`src/rtl/uart_pkg.sv`:
```
// Shared constants, FSM state encoding and divider helper for the parametrised UART receiver.
package uart_pkg;

  localparam int PARITY_NONE = 0;
  localparam int PARITY_ODD  = 1;
  localparam int PARITY_EVEN = 2;

  typedef enum logic [2:0] {
    S_IDLE,
    S_START,
    S_DATA,
    S_PARITY,
    S_STOP,
    S_COMMIT,
    S_BRK_WAIT
  } rx_state_e;

  // Clocks per oversample tick; never below 1 so the divider always advances.
  function automatic int calc_div(int clk_freq, int baud_rate, int oversample);
    int d;
    d = clk_freq / (baud_rate * oversample);
    return (d < 1) ? 1 : d;
  endfunction

endpackage

```
`src/rtl/uart_rx_param_if.sv`:
```
// Consumer-side bundle of the UART receiver: held word, status flags and acknowledge.
interface uart_rx_param_if #(
  parameter int DATA_BITS = 8
);
  // data_valid is a level that stays high, with uart_data and the error flags stable,
  // until the consumer raises data_ack; the word is taken on the clock edge where both are 1.
  logic [DATA_BITS-1:0] uart_data;
  logic                 data_valid;
  logic                 data_ack;
  logic                 parity_err;
  logic                 frame_err;
  logic                 overrun_err;
  logic                 break_det;
  logic                 rx_busy;

  modport master (
    output uart_data, data_valid, parity_err, frame_err, overrun_err, break_det, rx_busy,
    input  data_ack
  );

  modport slave (
    input  uart_data, data_valid, parity_err, frame_err, overrun_err, break_det, rx_busy,
    output data_ack
  );
endinterface

```
`src/rtl/uart_baud_tick.sv`:
```
// Free-running oversample tick divider; restart_i realigns the phase to a start edge.
module uart_baud_tick #(
  parameter int DIV = 1
) (
  input  logic clk,
  input  logic rst_n,
  input  logic restart_i,
  output logic tick_o
);
  localparam int CW = $clog2(DIV + 1);
  localparam logic [CW-1:0] LAST = CW'(DIV - 1);

  logic [CW-1:0] cnt_q;

  always_ff @(posedge clk or negedge rst_n) begin
    if (!rst_n) begin
      cnt_q <= '0;
    end else if (restart_i || (cnt_q == LAST)) begin
      cnt_q <= '0;
    end else begin
      cnt_q <= cnt_q + 1'b1;
    end
  end

  assign tick_o = (cnt_q == LAST);
endmodule

```
`src/rtl/uart_rx_param.sv`:
```
// Oversampling UART receiver with majority vote, optional parity, 1/2 stop bits,
// error/break reporting and a hold-until-acknowledged output word.
module uart_rx_param
  import uart_pkg::*;
#(
  parameter int CLK_FREQ   = 50000000,
  parameter int BAUD_RATE  = 9600,
  parameter int OVERSAMPLE = 16,
  parameter int DATA_BITS  = 8,
  parameter int PARITY     = 0,
  parameter int STOP_BITS  = 1
) (
  input  logic                   clk,
  input  logic                   rst_n,
  input  logic                   uart_rx,
  uart_rx_param_if.master        rx_if,
  output rx_state_e              dbg_state_o
);
  localparam int DIV = calc_div(CLK_FREQ, BAUD_RATE, OVERSAMPLE);
  localparam int SW  = $clog2(OVERSAMPLE);
  localparam logic [SW-1:0] SAMP_LAST = SW'(OVERSAMPLE - 1);
  localparam logic [SW-1:0] SAMP_VOTE = SW'(OVERSAMPLE / 2 + 1);
  localparam logic [3:0]    LAST_BIT  = 4'(DATA_BITS - 1);

  logic                 sync1_q, sync2_q, rx_prev_q;
  rx_state_e            state_q;
  logic [SW-1:0]        samp_q;
  logic [1:0]           vote_q;
  logic [3:0]           bit_cnt_q;
  logic                 stop_cnt_q;
  logic [DATA_BITS-1:0] shift_q;
  logic                 par_bit_q, par_err_q, frame_bad_q, brk_q;
  logic [DATA_BITS-1:0] data_q;
  logic                 valid_q, pe_q, fe_q, ovr_q, brk_det_q, busy_q;

  logic rx_s, fall, restart, tick, vote_now, vote_bit;
  logic stop_last, brk_cond, frame_err_now, par_calc, par_err_now;

  always_ff @(posedge clk or negedge rst_n) begin
    if (!rst_n) begin
      sync1_q   <= 1'b1;
      sync2_q   <= 1'b1;
      rx_prev_q <= 1'b1;
    end else begin
      sync1_q   <= uart_rx;
      sync2_q   <= sync1_q;
      rx_prev_q <= sync2_q;
    end
  end

  assign rx_s    = sync2_q;
  assign fall    = rx_prev_q & ~rx_s;
  assign restart = (state_q == S_IDLE) && fall;

  uart_baud_tick #(.DIV(DIV)) u_tick (
    .clk       (clk),
    .rst_n     (rst_n),
    .restart_i (restart),
    .tick_o    (tick)
  );

  // The third sample is the live line value; the two earlier ones sit in vote_q.
  assign vote_now      = tick && (samp_q == SAMP_VOTE);
  assign vote_bit      = (vote_q[1] & vote_q[0]) | (vote_q[1] & rx_s) | (vote_q[0] & rx_s);
  assign stop_last     = (STOP_BITS == 1) || stop_cnt_q;
  assign brk_cond      = (shift_q == '0) && ((PARITY == PARITY_NONE) || !par_bit_q) && !vote_bit;
  assign frame_err_now = frame_bad_q | ~vote_bit;
  assign par_calc      = ^{shift_q, vote_bit};
  assign par_err_now   = (PARITY == PARITY_ODD) ? ~par_calc : par_calc;

  always_ff @(posedge clk or negedge rst_n) begin
    if (!rst_n) begin
      state_q     <= S_IDLE;
      samp_q      <= '0;
      vote_q      <= 2'b11;
      bit_cnt_q   <= '0;
      stop_cnt_q  <= 1'b0;
      shift_q     <= '0;
      par_bit_q   <= 1'b0;
      par_err_q   <= 1'b0;
      frame_bad_q <= 1'b0;
      brk_q       <= 1'b0;
      data_q      <= '0;
      valid_q     <= 1'b0;
      pe_q        <= 1'b0;
      fe_q        <= 1'b0;
      ovr_q       <= 1'b0;
      brk_det_q   <= 1'b0;
      busy_q      <= 1'b0;
    end else begin
      brk_det_q <= 1'b0;
      if (restart) begin
        samp_q <= '0;
      end else if (tick) begin
        samp_q <= (samp_q == SAMP_LAST) ? '0 : samp_q + 1'b1;
      end
      if (tick) begin
        vote_q <= {vote_q[0], rx_s};
      end
      if (valid_q && rx_if.data_ack) begin
        valid_q <= 1'b0;
        pe_q    <= 1'b0;
        fe_q    <= 1'b0;
        ovr_q   <= 1'b0;
      end
      case (state_q)
        S_IDLE: begin
          if (fall) state_q <= S_START;
        end
        S_START: begin
          if (vote_now) begin
            if (vote_bit) begin
              state_q <= S_IDLE;
            end else begin
              state_q   <= S_DATA;
              busy_q    <= 1'b1;
              bit_cnt_q <= '0;
            end
          end
        end
        S_DATA: begin
          if (vote_now) begin
            shift_q   <= {vote_bit, shift_q[DATA_BITS-1:1]};
            bit_cnt_q <= bit_cnt_q + 4'd1;
            if (bit_cnt_q == LAST_BIT) begin
              state_q     <= (PARITY != PARITY_NONE) ? S_PARITY : S_STOP;
              stop_cnt_q  <= 1'b0;
              frame_bad_q <= 1'b0;
            end
          end
        end
        S_PARITY: begin
          if (vote_now) begin
            par_bit_q <= vote_bit;
            par_err_q <= par_err_now;
            state_q   <= S_STOP;
          end
        end
        S_STOP: begin
          if (vote_now) begin
            if (!stop_last) begin
              stop_cnt_q  <= 1'b1;
              frame_bad_q <= ~vote_bit;
              brk_q       <= brk_cond;
            end else begin
              busy_q      <= 1'b0;
              frame_bad_q <= frame_err_now;
              // Break is judged on the first stop bit even when two are configured.
              if ((STOP_BITS == 1) ? brk_cond : brk_q) begin
                state_q   <= S_BRK_WAIT;
                brk_det_q <= 1'b1;
              end else begin
                state_q <= S_COMMIT;
              end
            end
          end
        end
        S_COMMIT: begin
          if (!valid_q || rx_if.data_ack) begin
            data_q  <= shift_q;
            pe_q    <= par_err_q;
            fe_q    <= frame_bad_q;
            ovr_q   <= 1'b0;
            valid_q <= 1'b1;
          end else begin
            ovr_q <= 1'b1;
          end
          state_q <= S_IDLE;
        end
        S_BRK_WAIT: begin
          if (rx_s) state_q <= S_IDLE;
        end
        default: state_q <= S_IDLE;
      endcase
    end
  end

  assign rx_if.uart_data   = data_q;
  assign rx_if.data_valid  = valid_q;
  assign rx_if.parity_err  = pe_q;
  assign rx_if.frame_err   = fe_q;
  assign rx_if.overrun_err = ovr_q;
  assign rx_if.break_det   = brk_det_q;
  assign rx_if.rx_busy     = busy_q;
  assign dbg_state_o       = state_q;
endmodule
```
`src/flat_wrapper.sv`:
```
// flat-port wrapper written by rule: the top's interface ports become plain ports
module uart_rx_param_flat import uart_pkg::*;
#(
  parameter int CLK_FREQ   = 50000000,
  parameter int BAUD_RATE  = 9600,
  parameter int OVERSAMPLE = 16,
  parameter int DATA_BITS  = 8,
  parameter int PARITY     = 0,
  parameter int STOP_BITS  = 1
)
  (clk, rst_n, uart_rx, dbg_state_o, rx_if_uart_data, rx_if_data_valid, rx_if_parity_err, rx_if_frame_err, rx_if_overrun_err, rx_if_break_det, rx_if_rx_busy, rx_if_data_ack);
  uart_rx_param_if #(.DATA_BITS(DATA_BITS)) rx_if_i ();
  input  logic clk;
  input  logic rst_n;
  input  logic uart_rx;
  output rx_state_e dbg_state_o;
  output wire logic [$bits(rx_if_i.uart_data)-1:0] rx_if_uart_data;
  output wire logic [$bits(rx_if_i.data_valid)-1:0] rx_if_data_valid;
  output wire logic [$bits(rx_if_i.parity_err)-1:0] rx_if_parity_err;
  output wire logic [$bits(rx_if_i.frame_err)-1:0] rx_if_frame_err;
  output wire logic [$bits(rx_if_i.overrun_err)-1:0] rx_if_overrun_err;
  output wire logic [$bits(rx_if_i.break_det)-1:0] rx_if_break_det;
  output wire logic [$bits(rx_if_i.rx_busy)-1:0] rx_if_rx_busy;
  input wire logic [$bits(rx_if_i.data_ack)-1:0] rx_if_data_ack;
  assign rx_if_uart_data = rx_if_i.uart_data;
  assign rx_if_data_valid = rx_if_i.data_valid;
  assign rx_if_parity_err = rx_if_i.parity_err;
  assign rx_if_frame_err = rx_if_i.frame_err;
  assign rx_if_overrun_err = rx_if_i.overrun_err;
  assign rx_if_break_det = rx_if_i.break_det;
  assign rx_if_rx_busy = rx_if_i.rx_busy;
  assign rx_if_i.data_ack = rx_if_data_ack;
  uart_rx_param #(.CLK_FREQ(CLK_FREQ), .BAUD_RATE(BAUD_RATE), .OVERSAMPLE(OVERSAMPLE), .DATA_BITS(DATA_BITS), .PARITY(PARITY), .STOP_BITS(STOP_BITS)) u_core (.clk(clk), .rst_n(rst_n), .uart_rx(uart_rx), .rx_if(rx_if_i), .dbg_state_o(dbg_state_o));
endmodule
```
`config.mk`:
```
export PLATFORM = sky130hd
export DESIGN_NAME = uart_rx_param_flat
export DESIGN_NICKNAME = d
export VERILOG_FILES = /design/src/rtl/uart_pkg.sv /design/src/rtl/uart_rx_param_if.sv /design/src/rtl/uart_baud_tick.sv /design/src/rtl/uart_rx_param.sv /design/src/flat_wrapper.sv
export SDC_FILE = /design/constraint.sdc
export NUM_CORES = 1
export LEC_CHECK = 0
export ABC_AREA = 1
export ABC_CLOCK_PERIOD_IN_PS = 2600
export CORE_MARGIN = 4
export CORE_UTILIZATION = 30
export DETAILED_ROUTE_END_ITERATION = 10
export PLACE_DENSITY = 0.46
export SKIP_CTS_REPAIR_TIMING = 1
export SYNTH_ARGS = -nofsm -noshare
export SYNTH_HDL_FRONTEND = slang
export SYNTH_SLANG_ARGS = --single-unit
```
`constraint.sdc`:
```
create_clock -name clk -period 2.6 [get_ports clk]
set_input_delay 0.52 -clock clk [delete_from_list [all_inputs] [get_ports clk]]
set_output_delay 0.52 -clock clk [all_outputs]
set_load 0.05 [all_outputs]
```
== Word-level counts from Yosys, hierarchy flattened ==
Cells that the tools add are included.

* Register bits: 49
* Bits of input ports: 4
* Output and inout bits: 17
* Logic and storage cells: 112

* $add $sub $neg: 3
* Equal/unequal tests: 18
* Multiplexer cells: 41
* Bitwise operators: 9
* Reductions and logical operators: 23

{| class="wikitable"
|+ Operators by type and width
! cell !! count
|-
| 4-bit two-way mux || 6
|-
| 1-bit two-way mux || 21
|-
| 3-bit two-way mux || 7
|-
| 3-bit case mux with 6 select lines || 1
|-
| 2-bit by 1-bit inequality test with 1-bit output (second input constant) || 7
|-
| 4-bit AND reduction || 3
|-
| 2-bit nonzero test || 5
|-
| 9-bit by 1-bit adder with 9-bit output (second input constant) || 1
|-
| 3-bit equality test (second input constant) || 3
|-
| 9-bit equality test (second input constant) || 1
|-
| 9-bit two-way mux || 1
|-
| 9-bit XOR reduction || 1
|-
| 4-bit by 1-bit adder with 4-bit output (second input constant) || 2
|-
| 4-bit equality test (second input constant) || 2
|-
| 8-bit zero test || 1
|-
| 4-bit case mux with 2 select lines || 1
|-
| 7-bit AND reduction || 1
|-
| 3-bit by 2-bit equality test with 1-bit output (second input constant) || 2
|-
| 2-bit AND reduction || 3
|-
| 1-bit bitwise AND || 4
|-
| 4-bit by 3-bit equality test with 1-bit output (second input constant) || 1
|-
| 1-bit logical AND || 4
|-
| 2-bit two-way mux || 2
|-
| 1-bit case mux with 2 select lines || 2
|-
| other kinds (7) || 12
|}

== Longest topological paths before layout ==
Gate-level depths: netlist of the first run.

* Word-level depth: 8
* Gate-level depth with buffers: 11
* Gate-level depth less buffers: 11

== Modules after synthesis ==
A second synthesis of the first run with hierarchy kept.

* Cell total of the unflattened synthesis: 320
* Area total of the unflattened synthesis: 2,542.4 um2

{| class="wikitable"
|+ By module, submodules not included
! module !! instances !! cells an instance !! area each (um2) !! seq. area each (um2)
|-
| uart_rx_param || 1 || 251 || 2,044.5 || 1,007.2
|-
| uart_baud_tick || 1 || 69 || 498.0 || 225.2
|}

== Worst setup path before layout of the first run ==
OpenSTA, ideal clock, no wires.

* Path type: register -> register
* Start point: reg u_core.state_q[0] (netlist: u_core.dbg_state_o[0])
* End point: reg u_core.state_q[1] (netlist: u_core.dbg_state_o[1])
* Setup time: 120 ps
* Data arrival time: 1,480 ps
* Data required time: 2,480 ps
* Setup slack: 1,000 ps
* Cell stages (with the launch flop): 10
* Buffers on the path: 0
* Period minus slack after synthesis: 1,600 ps
* Path through: dfrtp_1 > inv_1 > nand2_1 > nor2_2 > inv_1 > nand2_1 > a21oi_2 > nand3_1 > nand2_1 > nand2_1

* Longest elaborated chain between the ends: 3
* Elaborated cells between the ends (all ways): 15
* Those cells by class: eq/ne (12); mux (1); reduce/logical (2)

{| class="wikitable"
|+ RTL lines
! element !! RTL line !! text
|-
| start: declaration || uart_rx_param.sv:26 || <nowiki>rx_state_e state_q;</nowiki>
|-
| start signal: assignment || uart_rx_param.sv:126 || <nowiki>state_q <= (PARITY != PARITY_NONE) ? S_PARITY : S_STOP;</nowiki>
|-
| 3-bit equality test (tied with other cells) || uart_rx_param.sv:106 || <nowiki>case (state_q)</nowiki>
|-
| 2-bit by 1-bit inequality test with 1-bit output (no source line) || -- ||
|-
| 7-bit AND reduction (no source line) || -- ||
|}

Several ways; a longest one is shown, not always the timed one.
A chain may end at the register's enable or synchronous reset.

== Worst setup path after layout of the first run ==
* Start point: reg u_core.state_q[1] (netlist: u_core.dbg_state_o[1])
* End point: out dbg_state_o[1]

{| class="wikitable"
|+ RTL lines
! element !! RTL line !! text
|-
| end: declaration || flat_wrapper.sv:16 || <nowiki>output rx_state_e dbg_state_o;</nowiki>
|}

No word-level cell between the ends.

==> results of run 1 <==
==> cell families (layout without fill, tap and decap cells) <==
logic type / after synthesis / in the layout
AOI/OAI and AO/OA: 41 / 41
xor gates and xnor gates: 3 / 3
adders and majority gates: 5 / 5
buffers and inverters: 46 / 71
DFF: 49 / 49
and+or+nand+nor: 173 / 173
==> routing by layer <==
layer | GRT usage, % | up-vias
li1 | - | 1042
met1 | 14.2 | 901
met2 | 19.5 | 13
met3 | 3.18 | 2
met4 | 2.52 | 0
met5 | 0 | -
==> cells in the final DEF, fill, tap and decap left out, drive strengths merged, types with 2 or more instances in the layout <==
cell           count
nand3             23
buf                2
o211ai             2
nand4              3
o21ai             31
nand2            102
dfrtp             44
nor3               5
a21oi              8
nor3b              3
nor2              33
clkbuf             7
or2                3
ha                 5
xor2               2
clkdlybuf4s50     19
inv               42
dfstp              5
==> worst min path at each step <==
stage	start	to	slack (ns)
after detailed placement	u_core.sync1_q$_DFF_PN1_	u_core.rx_s$_DFF_PN1_	0.35
after CTS	rst_n	u_core.u_tick.cnt_q[2]$_DFF_PN0_	0.34
after floorplan	rst_n	u_core.bit_cnt_q[0]$_DFFE_PN0P_	0.22
after global placement	u_core.sync1_q$_DFF_PN1_	u_core.rx_s$_DFF_PN1_	0.35
after global routing	u_core.sync1_q$_DFF_PN1_	u_core.rx_s$_DFF_PN1_	0.37
final	rst_n	u_core.u_tick.cnt_q[0]$_DFF_PN0_	0.31
==> cell type report <==
type	instances	area, sq um
clock buffers	7	86.3
fillers	834	4980
inverters	42	158
repair buffers	21	203
clock inverters	1	30.0
well taps	102	128
flip-flops and latches	49	1230
multi-input cells	222	1070
==> synth_stat cells <==
library cell	number	area (sq um)
o211ai_2	1	12.5
nor3b_1	2	15.0
inv_1	40	150
xor2_1	2	17.5
o211ai_1	1	7.51
nand2_1	100	375
xnor2_1	1	8.76
buf_6	1	11.3
dfrtp_1	44	1100
o21ai_0	26	130
and3_1	1	6.26
or2_2	3	18.8
nand3_1	21	105
nor3_1	5	25.0
ha_1	5	62.6
nor3b_2	1	12.5
a21oi_1	7	35.0
nand3_2	1	10.0
dfstp_2	5	131
nand2_2	2	12.5
inv_2	2	7.51
o21ai_2	1	8.76
o21ai_1	4	20.0
nand4_1	3	18.8
nor2_2	4	25.0
nor2_1	28	105
clkbuf_1	1	3.75
buf_2	2	10.0
nand3_4	1	17.5
a21oi_2	1	8.76
nor2_4	1	11.3
==> through the flow <==
step | worst slack (ns) | cells
4_1_cts | 0.451 | 444
3_3_place_gp | 0.692 | 436
2_1_floorplan | 1.00 | 317
3_5_place_dp | 0.687 | 436
6_report | 0.473 | 444
5_1_grt | 0.394 | 444
==> power by group <==
| group | leakage [nW] | switching (mW) | total (mW) | internal (mW) |
|---|---|---|---|---|
| registers | 0.651 | 0.0974 | 0.959 | 0.861 |
| logic | 0.697 | 0.471 | 0.706 | 0.235 |
| clock network | 0.0585 | 0.264 | 0.579 | 0.314 |
==> registers in the layout, indices dropped and copies added (netlist names) <==
| register | cells |
|---|---|
| u_core.rx_if.uart_data | 8 |
| u_core.dbg_state_o | 3 |
| u_core.rx_s | 1 |
| u_core.rx_if.data_valid | 1 |
| u_core.u_tick.cnt_q | 9 |
| u_core.vote_q | 2 |
| u_core.par_err_q | 1 |
| u_core.shift_q | 8 |
| u_core.rx_if.rx_busy | 1 |
| u_core.samp_q | 4 |
| u_core.rx_if.break_det | 1 |
| u_core.rx_if.frame_err | 1 |
| u_core.rx_if.overrun_err | 1 |
| u_core.sync1_q | 1 |
| u_core.bit_cnt_q | 4 |
| u_core.rx_prev_q | 1 |
| u_core.rx_if.parity_err | 1 |
| u_core.frame_bad_q | 1 |
==> qor.yml, run 1 <==
clk_latency_ns: 0.30
postLayoutCoreUtil_pct: 36.8
totalWireLength_microns: 5080
r2r_slack_ns: 0.90
synth_compound_area_share_pct: 8.96
dr.pass1.iters: 4
worstSetupEndpointType: "output port"
rr_worst_depth: 7
fin_area_sq_um: 2910
place_congestion: 0.768
crit_fanout: 7
cts_sinks: 49
dpl_cell_area_sq_um: 2790
htree_levels: 2
vdd_drop_max_uv: 190
fin_nets: 350
status: "completed"
fp.dieH_microns: 99.0
synth_top_family_by_area: "simple AND/OR/NAND/NOR gates"
grt_pass1_vias: 1966
syn_avg_cell_area_sq_um: 7.84
syn_inst: 317
cp.depth: 1
dr.first_iter.drc_count: 95
grt_pass1_wl_microns: 9050
finalCritPeriodShare_pct: 81.8
slowest_delay_ns: 0.84
cts_tree: "built"
crit-reg2reg-capture: "u_core.shift_q[7]$_DFFE_PN0P_"
crit_buf_inv: 1
synthAdderAreaFrac_pct: 2.52
yosys.area_share.xor_xnor_pct: 1.06
p_leak_nw: 1.41
maxUsedRoutingLayer: "met4"
worstReg2RegStart: "u_core.u_tick.cnt_q[0]$_DFF_PN0_"
diodes: 0
drc: 0
route.met3.wl_microns: 118
grt_max_degree: 50
finalPower_mw: 2.24
clock_path_buffers: 2
synth_simple_gate_area_share_pct: 30.5
setup_violations: 0
hold_violations: 0
power_density_nw_per_um2: 772
hold_slack_ns: 0.306
ant_nets: 0
drive_gt1_share_pct: 9.36
required_ns: 2.08
track_usage_pct: 11.3
vias: 1958
yosysSeqAreaShare_pct: 49.6
initial_utilization_pct: 31.5
min_path_type: "primary input to asynchronous set/reset pin"
hpwlAfterDp_microns: 3740
syn_nets: 326
maxSlewViolCount: 0
synth_seq_cells: 49
cp_cell_sequence: "clkdlybuf4s50_1"
cp.arrival_ns: 1.61
clock_skew_ns: 0.00877
dieArea_sq_um: 9800
synthMuxAreaShare_pct: 0
fin_tns_setup_ns: 0
rsz0062_at_grt: "no"
core_area_sq_um: 7890
worst_pin_slew_ns: 0.639
numCtsBuffers: 5
io_pins: 21
route.met2.wl_microns: 2490
crit_slowest_cell: "clkdlybuf4s50_1"
grt_overflow: 0
viasPerCell: 4.41
rows: 32
clock_tree.root_cell: "clkbuf_8"
startpoint_type: "flop"
syn_area_sq_um: 2480
startpoint: "u_core.dbg_state_o[1]$_DFFE_PN0P_"
critPathTopFamily: "buffers and inverters"
met1Wirelength_microns: 2440
path_class: "flop to output port"
endpoint: "dbg_state_o[1]"
dieWidth_microns: 99.0
yosysUniqueCellTypes: 31
antenna_found_initial: 0
areaGrowthSynthToFinish_pct: 17.0
wl_per_cell_microns: 11.4
io_buffers: 20
clk_pin_slew_ns: 0.10
max_cap_violations: 0
relSlewSlack_pct: 57.4
fmax_mhz: 470
synth_warnings: 0
fin_crit_ns: 2.13
Note: power is estimated with default switching activity, not from simulation.
==> run 2: changes to the inputs <==
Settings changed: ABC_CLOCK_PERIOD_IN_PS 2600 to 1800, PLACE_DENSITY 0.46 to 0.48.
Clock period 2.6 ns to 1.8 ns, I/O delays scaled along.
==> run 2 against run 1 <==
  * Global-route usage about the same
  * Count of clock-buffer cells in the layout unchanged
  * Sequential cell count unchanged
  * Largest power group unchanged
  * Die area unchanged
  * Clock power up 41%
==> qor.yml, run 2 (synthesis results as in run 1) <==
crit_slowest_cell: "dfrtp_1"
worst_pin_slew_ns: 0.379
dieArea_sq_um: 9800
dr.first_iter.drc_count: 65
grt_pass1_vias: 2025
crit_buf_inv: 1
finalPower_mw: 3.25
io_pins: 21
critPathTopFamily: "simple AND/OR/NAND/NOR gates"
rows: 32
max_flop_register: "u_core.u_tick.cnt_q"
diodes: 0
most-common-layout-cells: "nand2_1 (99), dfrtp_1 (44), inv_1 (40)"
fin_crit_ns: 1.58
path_class: "flop to flop"
hold_slack_ns: 0.0411
cts_tree: "built"
track_usage_pct: 11.3
fmax_mhz: 633
cp.arrival_ns: 1.77
initial_utilization_pct: 31.5
vdd_drop_max_uv: 404
areaGrowthSynthToFinish_pct: 18.1
clk_pin_slew_ns: 0.09
instances_no_fill: 449
cp.depth: 9
crit_fanout: 8
clock_skew_ns: 0.00677
htree_levels: 2
hold_violations: 0
cpMostUsedCell: "nand2_1"
n_fill_cell: 816
place_congestion: 0.767
cp_cell_sequence: "inv_1, ha_1, nand2_1, nor2_4, nand3_4, a21oi_2, nand3_1, nand2_1, nand2_1"
status: "completed"
vias: 2004
clock_path_buffers: 2
min_path_type: "primary input to asynchronous set/reset pin"
gr-usage-met2_pct: 18.6
grtUsageMet1_pct: 15.2
dieWidth_microns: 99.0
p_leak_nw: 1.47
totalWireLength_microns: 5170
rr_worst_depth: 9
antenna_found_initial: 0
rsz0062_at_grt: "no"
dr.pass1.iters: 4
r2r_slack_ns: 0.22
power_density_nw_per_um2: 1110
grt-busiest-layer: "met2"
finalCritPeriodShare_pct: 87.8
max_cap_violations: 0
grt_overflow: 0
grt_max_degree: 50
fp.dieH_microns: 99.0
drive_gt1_share_pct: 15.9
hpwlAfterDp_microns: 3860
ant_nets: 0
grt_pass1_wl_microns: 9070
drc: 0
clk_latency_ns: 0.29
worstSetupEndpointType: "flop"
maxSlewViolCount: 0
startpoint_type: "flop"
relSlewSlack_pct: 74.5
grtUsageMet3_pct: 2.41
largest_register_ff_count: 9
fin_tns_setup_ns: 0
clock_tree.root_cell: "clkbuf_8"
numCtsBuffers: 5
viasPerCell: 4.46
setup_violations: 0
placedCellCount: 441
cts_sinks: 49
final_common_cell: "nand2_1"
fin_nets: 355
wl_per_cell_microns: 11.5
required_ns: 1.99
core_area_sq_um: 7890
io_buffers: 20
slowest_delay_ns: 0.42
-- run 2: cell count changes in the layout (fill, tap and decap cells not counted), sizes merged --
cell,before,now
clkdlybuf4s50,19,2
buf,2,24
-- run 2: path summary, 6_finish.rpt --
| path | to | start |
|---|---|---|
| worst min-delay path | u_core.u_tick.cnt_q[7]$_DFF_PN0_ | rst_n |
| worst max-delay path | u_core.dbg_state_o[2]$_DFFE_PN0P_ | u_core.u_tick.cnt_q[0]$_DFF_PN0_ |
| min in group clk | u_core.rx_s$_DFF_PN1_ | u_core.sync1_q$_DFF_PN1_ |
| worst min register to register | u_core.rx_s$_DFF_PN1_ | u_core.sync1_q$_DFF_PN1_ |
| max in group asynchronous | u_core.sync1_q$_DFF_PN1_ | rst_n |
| worst max register to register | u_core.dbg_state_o[2]$_DFFE_PN0P_ | u_core.u_tick.cnt_q[0]$_DFF_PN0_ |
-- run 2: layout make-up --
type | count | area (sq um) | area share, %
clock buffer | 7 | 86.3 | 2.94
tap | 102 | 128 | 4.35
sequential | 49 | 1230 | 42.0
clock inverter | 1 | 30.0 | 1.02
timing repair buffer | 26 | 223 | 7.59
multi-input combinational | 222 | 1080 | 36.7
inverter | 42 | 158 | 5.37
-- run 2: metrics by stage --
step	area (sq um)	util, %	setup WS (ns)
6_report	2930	37.2	0.220
5_1_grt	2930	37.2	0.0173
4_1_cts	2930	37.1	0.164
3_5_place_dp	2810	35.6	0.185
3_3_place_gp	2810	35.6	0.239
2_1_floorplan	2480	-	0.200
-- run 2: power breakdown --
group	internal (mW)	switching, mW
Sequential	1.24	0.147
Combinational	0.344	0.702
Clock	0.454	0.362
Total	2.04	1.21
-- run 2: routing by layer --
| layer | part of all wire, % | wire, microns |
|---|---|---|
| met5 | 0 | 0 |
| met1 | 50 | 2570 |
| met3 | 2.3 | 121 |
| met2 | 47 | 2440 |
| met4 | 0.68 | 35 |
-- run 2: worst register-to-register path, stage by stage (launching register included) --
cell and delay [ns]:
dfrtp_1 0.42, inv_1 0.07, ha_1 0.14, nand2_1 0.10
nor2_4 0.16, nand3_4 0.15, a21oi_2 0.22, nand3_1 0.11
nand2_1 0.07, nand2_1 0.05
